[src/rtl/i2c_slave_eeprom.sv]
// i2c_slave_eeprom: I2C target emulating a 24LCxx-style EEPROM.
// The block has a 7-bit device address, a 2-byte word address, and sequential
// write/read with auto-increment. SCL and SDA are oversampled on sys_clk, and
// SDA is driven open-drain through sda_oe.
module i2c_slave_eeprom #(
    parameter logic [6:0] DEV_ADDR = 7'b1010_000,
    parameter int         ADDR_W   = 8
) (
    input  logic sys_clk,
    input  logic sys_rst,
    input  logic scl_in,
    input  logic sda_in,
    output logic sda_oe,
    output logic busy
);
    typedef enum logic [2:0] {
        ST_IDLE      = 3'd0,
        ST_DEV       = 3'd1,
        ST_AHI       = 3'd2,
        ST_ALO       = 3'd3,
        ST_WR        = 3'd4,
        ST_RD        = 3'd5,
        ST_WAIT_STOP = 3'd6
    } state_t;

    localparam int                DEPTH   = 32'd1 << ADDR_W;
    localparam logic [ADDR_W-1:0] PTR_ONE = {{(ADDR_W-1){1'b0}}, 1'b1};

    logic              scl_meta_r, scl_sync_r, scl_prev_r;
    logic              sda_meta_r, sda_sync_r, sda_prev_r;
    state_t            state_r, state_nxt_s;
    logic [3:0]        bit_cnt_r, bit_cnt_nxt_s;
    logic [7:0]        shift_r, shift_nxt_s;
    logic [7:0]        hi_r, hi_nxt_s;
    logic [ADDR_W-1:0] ptr_r, ptr_nxt_s;
    logic              sda_oe_r, sda_oe_nxt_s;
    logic              busy_r, busy_nxt_s;
    logic              mem_we_s;
    logic [7:0]        mem_r [DEPTH];
    logic              scl_rise_s, scl_fall_s, start_s, stop_s;
    logic [7:0]        rx_byte_s, mem_rdata_s;

    // Two-flop synchronisers plus one history flop for edge/condition detection
    always_ff @(posedge sys_clk or posedge sys_rst) begin
        if (sys_rst) begin
            scl_meta_r <= 1'b0;
            scl_sync_r <= 1'b0;
            scl_prev_r <= 1'b0;
            sda_meta_r <= 1'b0;
            sda_sync_r <= 1'b0;
            sda_prev_r <= 1'b0;
        end else begin
            scl_meta_r <= scl_in;
            scl_sync_r <= scl_meta_r;
            scl_prev_r <= scl_sync_r;
            sda_meta_r <= sda_in;
            sda_sync_r <= sda_meta_r;
            sda_prev_r <= sda_sync_r;
        end
    end

    // SCL edges are one-cycle pulses; START/STOP need SCL stable high
    always_comb begin
        scl_rise_s  = scl_sync_r & ~scl_prev_r;
        scl_fall_s  = ~scl_sync_r & scl_prev_r;
        start_s     = scl_sync_r & scl_prev_r & sda_prev_r & ~sda_sync_r;
        stop_s      = scl_sync_r & scl_prev_r & ~sda_prev_r & sda_sync_r;
        rx_byte_s   = {shift_r[6:0], sda_sync_r};
        mem_rdata_s = mem_r[ptr_r];
    end

    // Protocol next-state, datapath and SDA drive decode
    always_comb begin
        state_nxt_s   = state_r;
        bit_cnt_nxt_s = bit_cnt_r;
        shift_nxt_s   = shift_r;
        hi_nxt_s      = hi_r;
        ptr_nxt_s     = ptr_r;
        sda_oe_nxt_s  = sda_oe_r;
        mem_we_s      = 1'b0;
        if (start_s) begin
            state_nxt_s   = ST_DEV;
            bit_cnt_nxt_s = 4'd0;
            sda_oe_nxt_s  = 1'b0;
        end else if (stop_s) begin
            state_nxt_s   = ST_IDLE;
            bit_cnt_nxt_s = 4'd0;
            sda_oe_nxt_s  = 1'b0;
        end else begin
            case (state_r)
                ST_DEV, ST_AHI, ST_ALO, ST_WR: begin
                    // bit_cnt: 0..7 data bits, 8 = byte complete, 9 = ACK clock high
                    if (scl_rise_s) begin
                        if (bit_cnt_r < 4'd8) begin
                            shift_nxt_s   = rx_byte_s;
                            bit_cnt_nxt_s = bit_cnt_r + 4'd1;
                        end else begin
                            bit_cnt_nxt_s = 4'd9;
                        end
                        if (bit_cnt_r == 4'd7) begin
                            case (state_r)
                                ST_DEV: begin
                                    if (rx_byte_s[7:1] == DEV_ADDR) begin
                                        state_nxt_s = ST_DEV;
                                    end else begin
                                        state_nxt_s   = ST_WAIT_STOP;
                                        bit_cnt_nxt_s = 4'd0;
                                    end
                                end
                                ST_AHI:  hi_nxt_s = rx_byte_s;
                                ST_ALO:  ptr_nxt_s = ADDR_W'({hi_r, rx_byte_s});
                                ST_WR: begin
                                    mem_we_s  = 1'b1;
                                    ptr_nxt_s = ptr_r + PTR_ONE;
                                end
                                default: mem_we_s = 1'b0;
                            endcase
                        end else begin
                            mem_we_s = 1'b0;
                        end
                    end else if (scl_fall_s) begin
                        if (bit_cnt_r == 4'd8) begin
                            sda_oe_nxt_s = 1'b1;
                        end else if (bit_cnt_r == 4'd9) begin
                            bit_cnt_nxt_s = 4'd0;
                            sda_oe_nxt_s  = 1'b0;
                            case (state_r)
                                ST_DEV: begin
                                    if (shift_r[0]) begin
                                        state_nxt_s  = ST_RD;
                                        shift_nxt_s  = mem_rdata_s;
                                        sda_oe_nxt_s = ~mem_rdata_s[7];
                                    end else begin
                                        state_nxt_s = ST_AHI;
                                    end
                                end
                                ST_AHI:  state_nxt_s = ST_ALO;
                                ST_ALO:  state_nxt_s = ST_WR;
                                default: state_nxt_s = ST_WR;
                            endcase
                        end else begin
                            sda_oe_nxt_s = sda_oe_r;
                        end
                    end else begin
                        sda_oe_nxt_s = sda_oe_r;
                    end
                end
                ST_RD: begin
                    // Master samples on rise; we shift on rise and drive the new MSB on fall
                    if (scl_rise_s) begin
                        if (bit_cnt_r < 4'd8) begin
                            shift_nxt_s   = {shift_r[6:0], 1'b0};
                            bit_cnt_nxt_s = bit_cnt_r + 4'd1;
                        end else begin
                            ptr_nxt_s = ptr_r + PTR_ONE;
                            if (sda_sync_r) begin
                                state_nxt_s   = ST_WAIT_STOP;
                                bit_cnt_nxt_s = 4'd0;
                            end else begin
                                bit_cnt_nxt_s = 4'd9;
                            end
                        end
                    end else if (scl_fall_s) begin
                        case (bit_cnt_r)
                            4'd0: sda_oe_nxt_s = sda_oe_r;
                            4'd8: sda_oe_nxt_s = 1'b0;
                            4'd9: begin
                                shift_nxt_s   = mem_rdata_s;
                                sda_oe_nxt_s  = ~mem_rdata_s[7];
                                bit_cnt_nxt_s = 4'd0;
                            end
                            default: sda_oe_nxt_s = ~shift_r[7];
                        endcase
                    end else begin
                        sda_oe_nxt_s = sda_oe_r;
                    end
                end
                default: begin
                    sda_oe_nxt_s  = 1'b0;
                    bit_cnt_nxt_s = 4'd0;
                end
            endcase
        end
        busy_nxt_s = (state_nxt_s != ST_IDLE);
    end

    // Protocol state and registered outputs
    always_ff @(posedge sys_clk or posedge sys_rst) begin
        if (sys_rst) begin
            state_r   <= ST_IDLE;
            bit_cnt_r <= 4'd0;
            shift_r   <= 8'h00;
            hi_r      <= 8'h00;
            ptr_r     <= {ADDR_W{1'b0}};
            sda_oe_r  <= 1'b0;
            busy_r    <= 1'b0;
        end else begin
            state_r   <= state_nxt_s;
            bit_cnt_r <= bit_cnt_nxt_s;
            shift_r   <= shift_nxt_s;
            hi_r      <= hi_nxt_s;
            ptr_r     <= ptr_nxt_s;
            sda_oe_r  <= sda_oe_nxt_s;
            busy_r    <= busy_nxt_s;
        end
    end

    // Byte storage; contents deliberately survive reset
    always_ff @(posedge sys_clk) begin
        if (mem_we_s) begin
            mem_r[ptr_r] <= rx_byte_s;
        end
    end

    assign sda_oe = sda_oe_r;
    assign busy   = busy_r;

endmodule

[config.mk]
export PLATFORM = sky130hd
export DESIGN_NAME = i2c_slave_eeprom
export DESIGN_NICKNAME = d
export VERILOG_FILES = /design/src/rtl/i2c_slave_eeprom.sv
export SDC_FILE = /design/constraint.sdc
export NUM_CORES = 2
export LEC_CHECK = 0
export CAP_MARGIN = 10
export CORE_MARGIN = 3
export CORE_UTILIZATION = 25
export CTS_BUF_LIST = sky130_fd_sc_hd__clkbuf_8
export CTS_CLUSTER_DIAMETER = 80
export CTS_CLUSTER_SIZE = 40
export DETAILED_ROUTE_END_ITERATION = 7
export GPL_TIMING_DRIVEN = 0
export HOLD_SLACK_MARGIN = 0.02
export PLACE_DENSITY = 0.36
export SLEW_MARGIN = 15
export SYNTH_ARGS = -nofsm -noshare
export SYNTH_HDL_FRONTEND = slang
export SYNTH_SLANG_ARGS = --single-unit
[constraint.sdc]
create_clock -name sys_clk -period 5.95 [get_ports sys_clk]
set_clock_uncertainty 0.15 [all_clocks]
set_input_delay 0.595 -clock sys_clk [delete_from_list [all_inputs] [get_ports sys_clk]]
set_output_delay 0.595 -clock sys_clk [all_outputs]
set_load 0.05 [all_outputs]
== Yosys cells after proc, flatten, opt, wreduce, memory -nomap -nowiden ==
Memory sizes are Yosys's and may differ from the RTL's.
Cells that the tools add are included.

* Register bits after elaboration: 31
* Bits in latches: 0
* Bits in writable memories: 2048
* Memory bits (read-only): 0
* Input bits: 4
* Output and inout bits: 2
* Logic and storage cells: 141
* Memories: 1

{| class="wikitable"
|+ Memories
! name !! depth !! width !! rd ports !! clocked after Yosys merged registers in !! wr ports !! line !! source
|-
| mem_r || 256 || 8 || 1 || 0 || 1 || 39 || <nowiki>logic [7:0] mem_r [DEPTH];</nowiki>
|}

* Add/sub/neg operators: 2
* Multiply operators: 0
* Divide/modulo/power cells: 0
* Magnitude comparators: 1
* Eq/ne operators: 32
* Shift-type cells: 0
* Muxes and demuxes: 68
* Bitwise gates (word level): 15
* Reductions and logical operators: 9

{| class="wikitable"
|+ Operators with widths
! operator !! count
|-
| $mux 8 || 15
|-
| $mux 4 || 14
|-
| $pmux 8 s2 || 3
|-
| $mux 3 || 13
|-
| $ne 3x3->1 const B || 10
|-
| $ne 4x4->1 const B || 5
|-
| $ne 5x5->1 const B || 4
|-
| $mux 1 || 18
|-
| $pmux 3 s2 || 2
|-
| $reduce_and 12->1 || 1
|-
| $reduce_and 11->1 || 1
|-
| $add 8x1->8 const B || 1
|-
| $eq 4x4->1 const B || 2
|-
| $ne 2x2->1 const B || 4
|-
| $not 1->1 || 8
|-
| $pmux 4 s2 || 1
|-
| $reduce_and 8->1 || 1
|-
| $and 1x1->1 || 7
|-
| $eq 7x7->1 const B || 1
|-
| $eq 3x2->1 const B || 2
|-
| $eq 3x3->1 const B || 2
|-
| $reduce_and 6->1 || 1
|-
| $add 4x1->4 const B || 1
|-
| $eq 4x3->1 const B || 1
|-
| 9 further kinds || 9
|}

== Depth between registers and ports, before layout ==
An unclocked memory read counts as a cell.

* Word-level depth: 11
* Depth in mapped cells: 13
* Mapped depth without buffers: 10

== Worst setup path after synthesis ==
Ideal clock, no wire load.

* Path type: register -> register
* From: register sda_sync_r
* To: memory mem_r[55][0] (enable)
* Setup time: 0.370 ns
* Data arrival time: 5.230 ns
* Data required time: 5.430 ns
* Setup slack: 0.199 ns
* Stages on the path, launching flop included: 10
* Cell sequence: dfrtp_1 > clkbuf_1 > xor2_1 > nand2_1 > nand3_1 > nor3_1 > clkbuf_1 > buf_2 > nand3_1 > nor2_1

* Cells in the longest elaborated chain, start to end: 5
* Elaborated cells on any way between the ends: 7
* Those cells by class: mux (4); bitwise (3)

{| class="wikitable"
|+ RTL lines
! element !! line !! source
|-
| start: declaration || 30 || <nowiki>logic sda_meta_r, sda_sync_r, sda_prev_r;</nowiki>
|-
| start signal: assignment || 57 || <nowiki>sda_sync_r <= sda_meta_r;</nowiki>
|-
| $and 1x1->1 or $not 1->1 (tied branches) || 67, 66 ||
|-
| $mux 1 or $and 1x1->1 (tied branches) || 85, 66 ||
|-
| $mux 1 * || 81 || <nowiki>if (start_s) begin</nowiki>
|-
| $mux 1 * || 210 || <nowiki>if (mem_we_s) begin</nowiki>
|-
| $mux 1 (implied by the code) * || 211 || <nowiki>mem_r[ptr_r] <= rx_byte_s;</nowiki>
|-
| end: declaration || 39 ||
|}

Mark *: on every way between the ends. The rest lies on a longest branch, timed or not.

== Worst setup path after layout ==
* From: register sda_sync_r
* To: memory mem_r[161][0] (enable)

Same word-level chain as after synthesis.

==> flow_metrics.tcl <==
set metrics [dict create \
    status "complete, but fails checks" \
    violations "negative setup slack" \
    antenna_found_initial 32 \
    nFillCells 31530 \
    nNetsFinal 3936 \
    drtAntennaViolNets 0 \
    final_area_um2 92510 \
    ys_warn_count 0 \
    syn_nets 3705 \
    drt_first_pass_iters 5 \
    io_pins 6 \
    cts_buffer_depth 4 \
    syn_avg_cell_area_um2 22.05 \
    cp_data_arrival_time_ns 6.56 \
    hold_class "primary input to asynchronous set/reset pin" \
    period_share_pct 102.0 \
    dp_slack_ns -0.7211 \
    async_flop_share_pct 1.491 \
    rows 208 \
    max_freq_ghz 0.1647 \
    synthToLayoutAreaGrowth_pct 13.66 \
    drc 0 \
    drt_iter0_markers 5723 \
    drv_slew 0 \
    place_area_um2 88800 \
    slew_headroom_pct 12.35 \
    numCtsBuffers 141 \
    drv_cap 0 \
    grt_overflow 0 \
    grt_first_pass_wirelength_mm 453.5 \
    clock_latency_ns 1.03 \
    grt_pass1_vias 40990 \
    ys_seq_area_share_pct 76.51 \
    synthFlopType "edfxtp_1" \
    ys_seq_elements 2079 \
    post_drt_wl_per_cell_um 42.53 \
    synth.distinct_cells 64 \
    synth_edf_count 2048 \
    cts_tree "built" \
    worst_pin_slew_ns 1.310 \
    cts_max_level 4 \
    p_leak_nw 26.28 \
    gp_congestion 0.9593 \
    critPathKind "flip-flop to flip-flop" \
    rsz0062_at_grt "true" \
    die_x_um 576.6 \
    die_area_um2 332500 \
    grt_max_degree 81 \
    routed_wl_mm 354.7 \
    end_kind "flip-flop" \
    peakVddDrop_mv 0.3066 \
    vias 42020 \
    grt_usage_pct 21.04 \
    avgViaCountPerCell 5.039 \
    portBuffers 5 \
    cts_sinks 2079 \
    cp.required_ns 6.44 \
    die_h_um 576.6 \
    layout_min_cycle_time_ns 6.070 \
    syn_area_um2 81390 \
    powerDensity_nw_per_um2 306.2 \
    setup_viol 112 \
    cts_setup_buffers 0 \
    cts.clk_slew.worst_paths_ns 0.13 \
    post-dp-hpwl_mm 237.3 \
    path_max_fanout 45 \
    finalHoldViolCount 0 \
    initial_utilization_pct 25.24 \
    critPathLaunchType "flip-flop" \
    drive_above_1_share_pct 30.97 \
    fin_tns_setup_ns -4.664 \
    root_buffer "clkbuf_8" \
    netlist_instances 3691 \
    coreArea_um2 322400 \
    layout_setup_ws_ns -0.1204 \
]
area by class of cell:
class	instances	area, um2	share of cell area, %
flip-flops and latches	2079	62300	67.35
multi-input cells	1381	18490	19.99
well taps	4305	5386	5.823
clock buffers	145	1996	2.157
repair buffers	88	1792	1.937
plain buffers	213	1244	1.344
clock inverters	102	1204	1.301
inverters	18	67.56	0.07304
diodes	8	20.02	0.02164
sequential cells by signal, summed over array words and instances, names as in the netlist:
register and flops:
sda_prev_r 1, scl_sync_r 1, bit_cnt_r 4, mem_r 2048, sda_meta_r 1, ptr_r 8, busy 1, scl_meta_r 1
shift_r 8, scl_prev_r 1, state_r 3, sda_oe 1, sda_sync_r 1
stage by stage:
step           util, %  std cells  hold WS, ns  power (W)
2_1_floorplan        -       3691       0.1812    0.01907
3_3_place_gp     26.93       8001       0.1946    0.02054
3_5_place_dp     27.54       8080       0.1917    0.02018
4_1_cts          28.63       8330       0.1084    0.02855
5_1_grt          28.68       8332       0.1794    0.02918
6_report         28.69       8339       0.1903    0.02833
layout by cell type, fill, tap and decap left out, drive strengths merged, types with 7 or more instances in the layout:
cell and instances:
edfxtp 2048, mux4 602, nor2 297, clkbuf 220, buf 218, nand2 78, mux2i 68, inv 68
a21oi 43, nand3 40, o21ai 38, clkinv 37, dfrtp 31, a22oi 26, a31oi 23, nor2b 21
nor3 14, ha 10, nor4 10, and3 9, clkinvlp 9, diode 8, nand4 8, o221ai 7
mux2 7, and2 7
worst max-delay path, cell delays in order (launching register included):
cell and delay (ns):
dfrtp_4 0.79, buf_12 0.29, clkbuf_1 0.59, xor2_1 0.16, nand2_1 0.24, nand3_1 0.18
nor3_2 0.65, clkbuf_2 0.45, buf_2 0.36, nand3_2 0.94, nor2_2 0.85
layer usage:
layer	GRT usage, %	vias up	wire (um)
li1	-	15910	-
met1	29.89	23870	155000
met2	32.53	1841	161300
met3	3.430	402	23630
met4	7.483	4	14740
met5	0	-	14
final timing paths:
| path | from | cells after the start | to | slack [ns] |
|---|---|---|---|---|
| worst min-delay path | sys_rst | 3 | bit_cnt_r[0] | 0.19 |
| worst min register to register | scl_meta_r | 0 | scl_sync_r | 0.23 |
| worst max register to register | sda_sync_r | 10 | mem_r[161][0] | -0.12 |
| min in group sys_clk | scl_meta_r | 0 | scl_sync_r | 0.23 |
| max in group asynchronous | sys_rst | 4 | shift_r[5] | 4.98 |
| worst max-delay path | sda_sync_r | 10 | mem_r[161][0] | -0.12 |
cells in the mapped netlist, types with 7 or more instances:
| cell | count | area share [%] |
|---|---|---|
| dfrtp_1 | 31 | 0.95 |
| mux2i_1 | 68 | 0.84 |
| buf_6 | 28 | 0.39 |
| buf_4 | 22 | 0.20 |
| a21oi_1 | 43 | 0.26 |
| buf_1 | 15 | 0.069 |
| nor2_1 | 297 | 1.4 |
| o221ai_1 | 7 | 0.075 |
| nand3_1 | 40 | 0.25 |
| buf_2 | 72 | 0.44 |
| nor2b_1 | 21 | 0.16 |
| and3_1 | 9 | 0.069 |
| inv_1 | 16 | 0.074 |
| a22oi_1 | 26 | 0.24 |
| nor4_1 | 10 | 0.077 |
| mux4_2 | 602 | 17 |
| nand4_1 | 8 | 0.061 |
| a31oi_1 | 23 | 0.18 |
| o21ai_0 | 36 | 0.22 |
| mux2_2 | 7 | 0.097 |
| edfxtp_1 | 2048 | 76 |
| ha_1 | 10 | 0.15 |
| clkbuf_1 | 75 | 0.35 |
| nor3_1 | 14 | 0.086 |
| nand2_1 | 78 | 0.36 |
power breakdown:
group	switching [W]	internal [W]	leakage [nW]
clock network	0.00560	0.00288	1.62
registers	0.000328	0.0175	18.8
logic	0.00156	0.000412	5.87
kinds of logic (layout without fill, tap and decap cells):
| family | count (synthesis) | after routing | synth area share (%) |
|---|---|---|---|
| other cells | 0 | 8 | 0 |
| compound gates | 178 | 178 | 1.407 |
| mux | 677 | 677 | 17.59 |
| xor+xnor | 2 | 2 | 0.02153 |
| buf+inv | 231 | 566 | 1.550 |
| flops | 2079 | 2079 | 76.51 |
| fa+ha+maj | 10 | 10 | 0.1537 |
| simple gates | 514 | 514 | 2.766 |
timing repair:
action | in CTS | in global routing
hold endpoints to repair | 33 | 0
setup endpoints to repair | 1171 | 721
resized for setup | 88 | 48
pin swaps | 0 | 0
hold buffers | 3 | 0
Note: power is estimated with default switching activity, not from simulation.
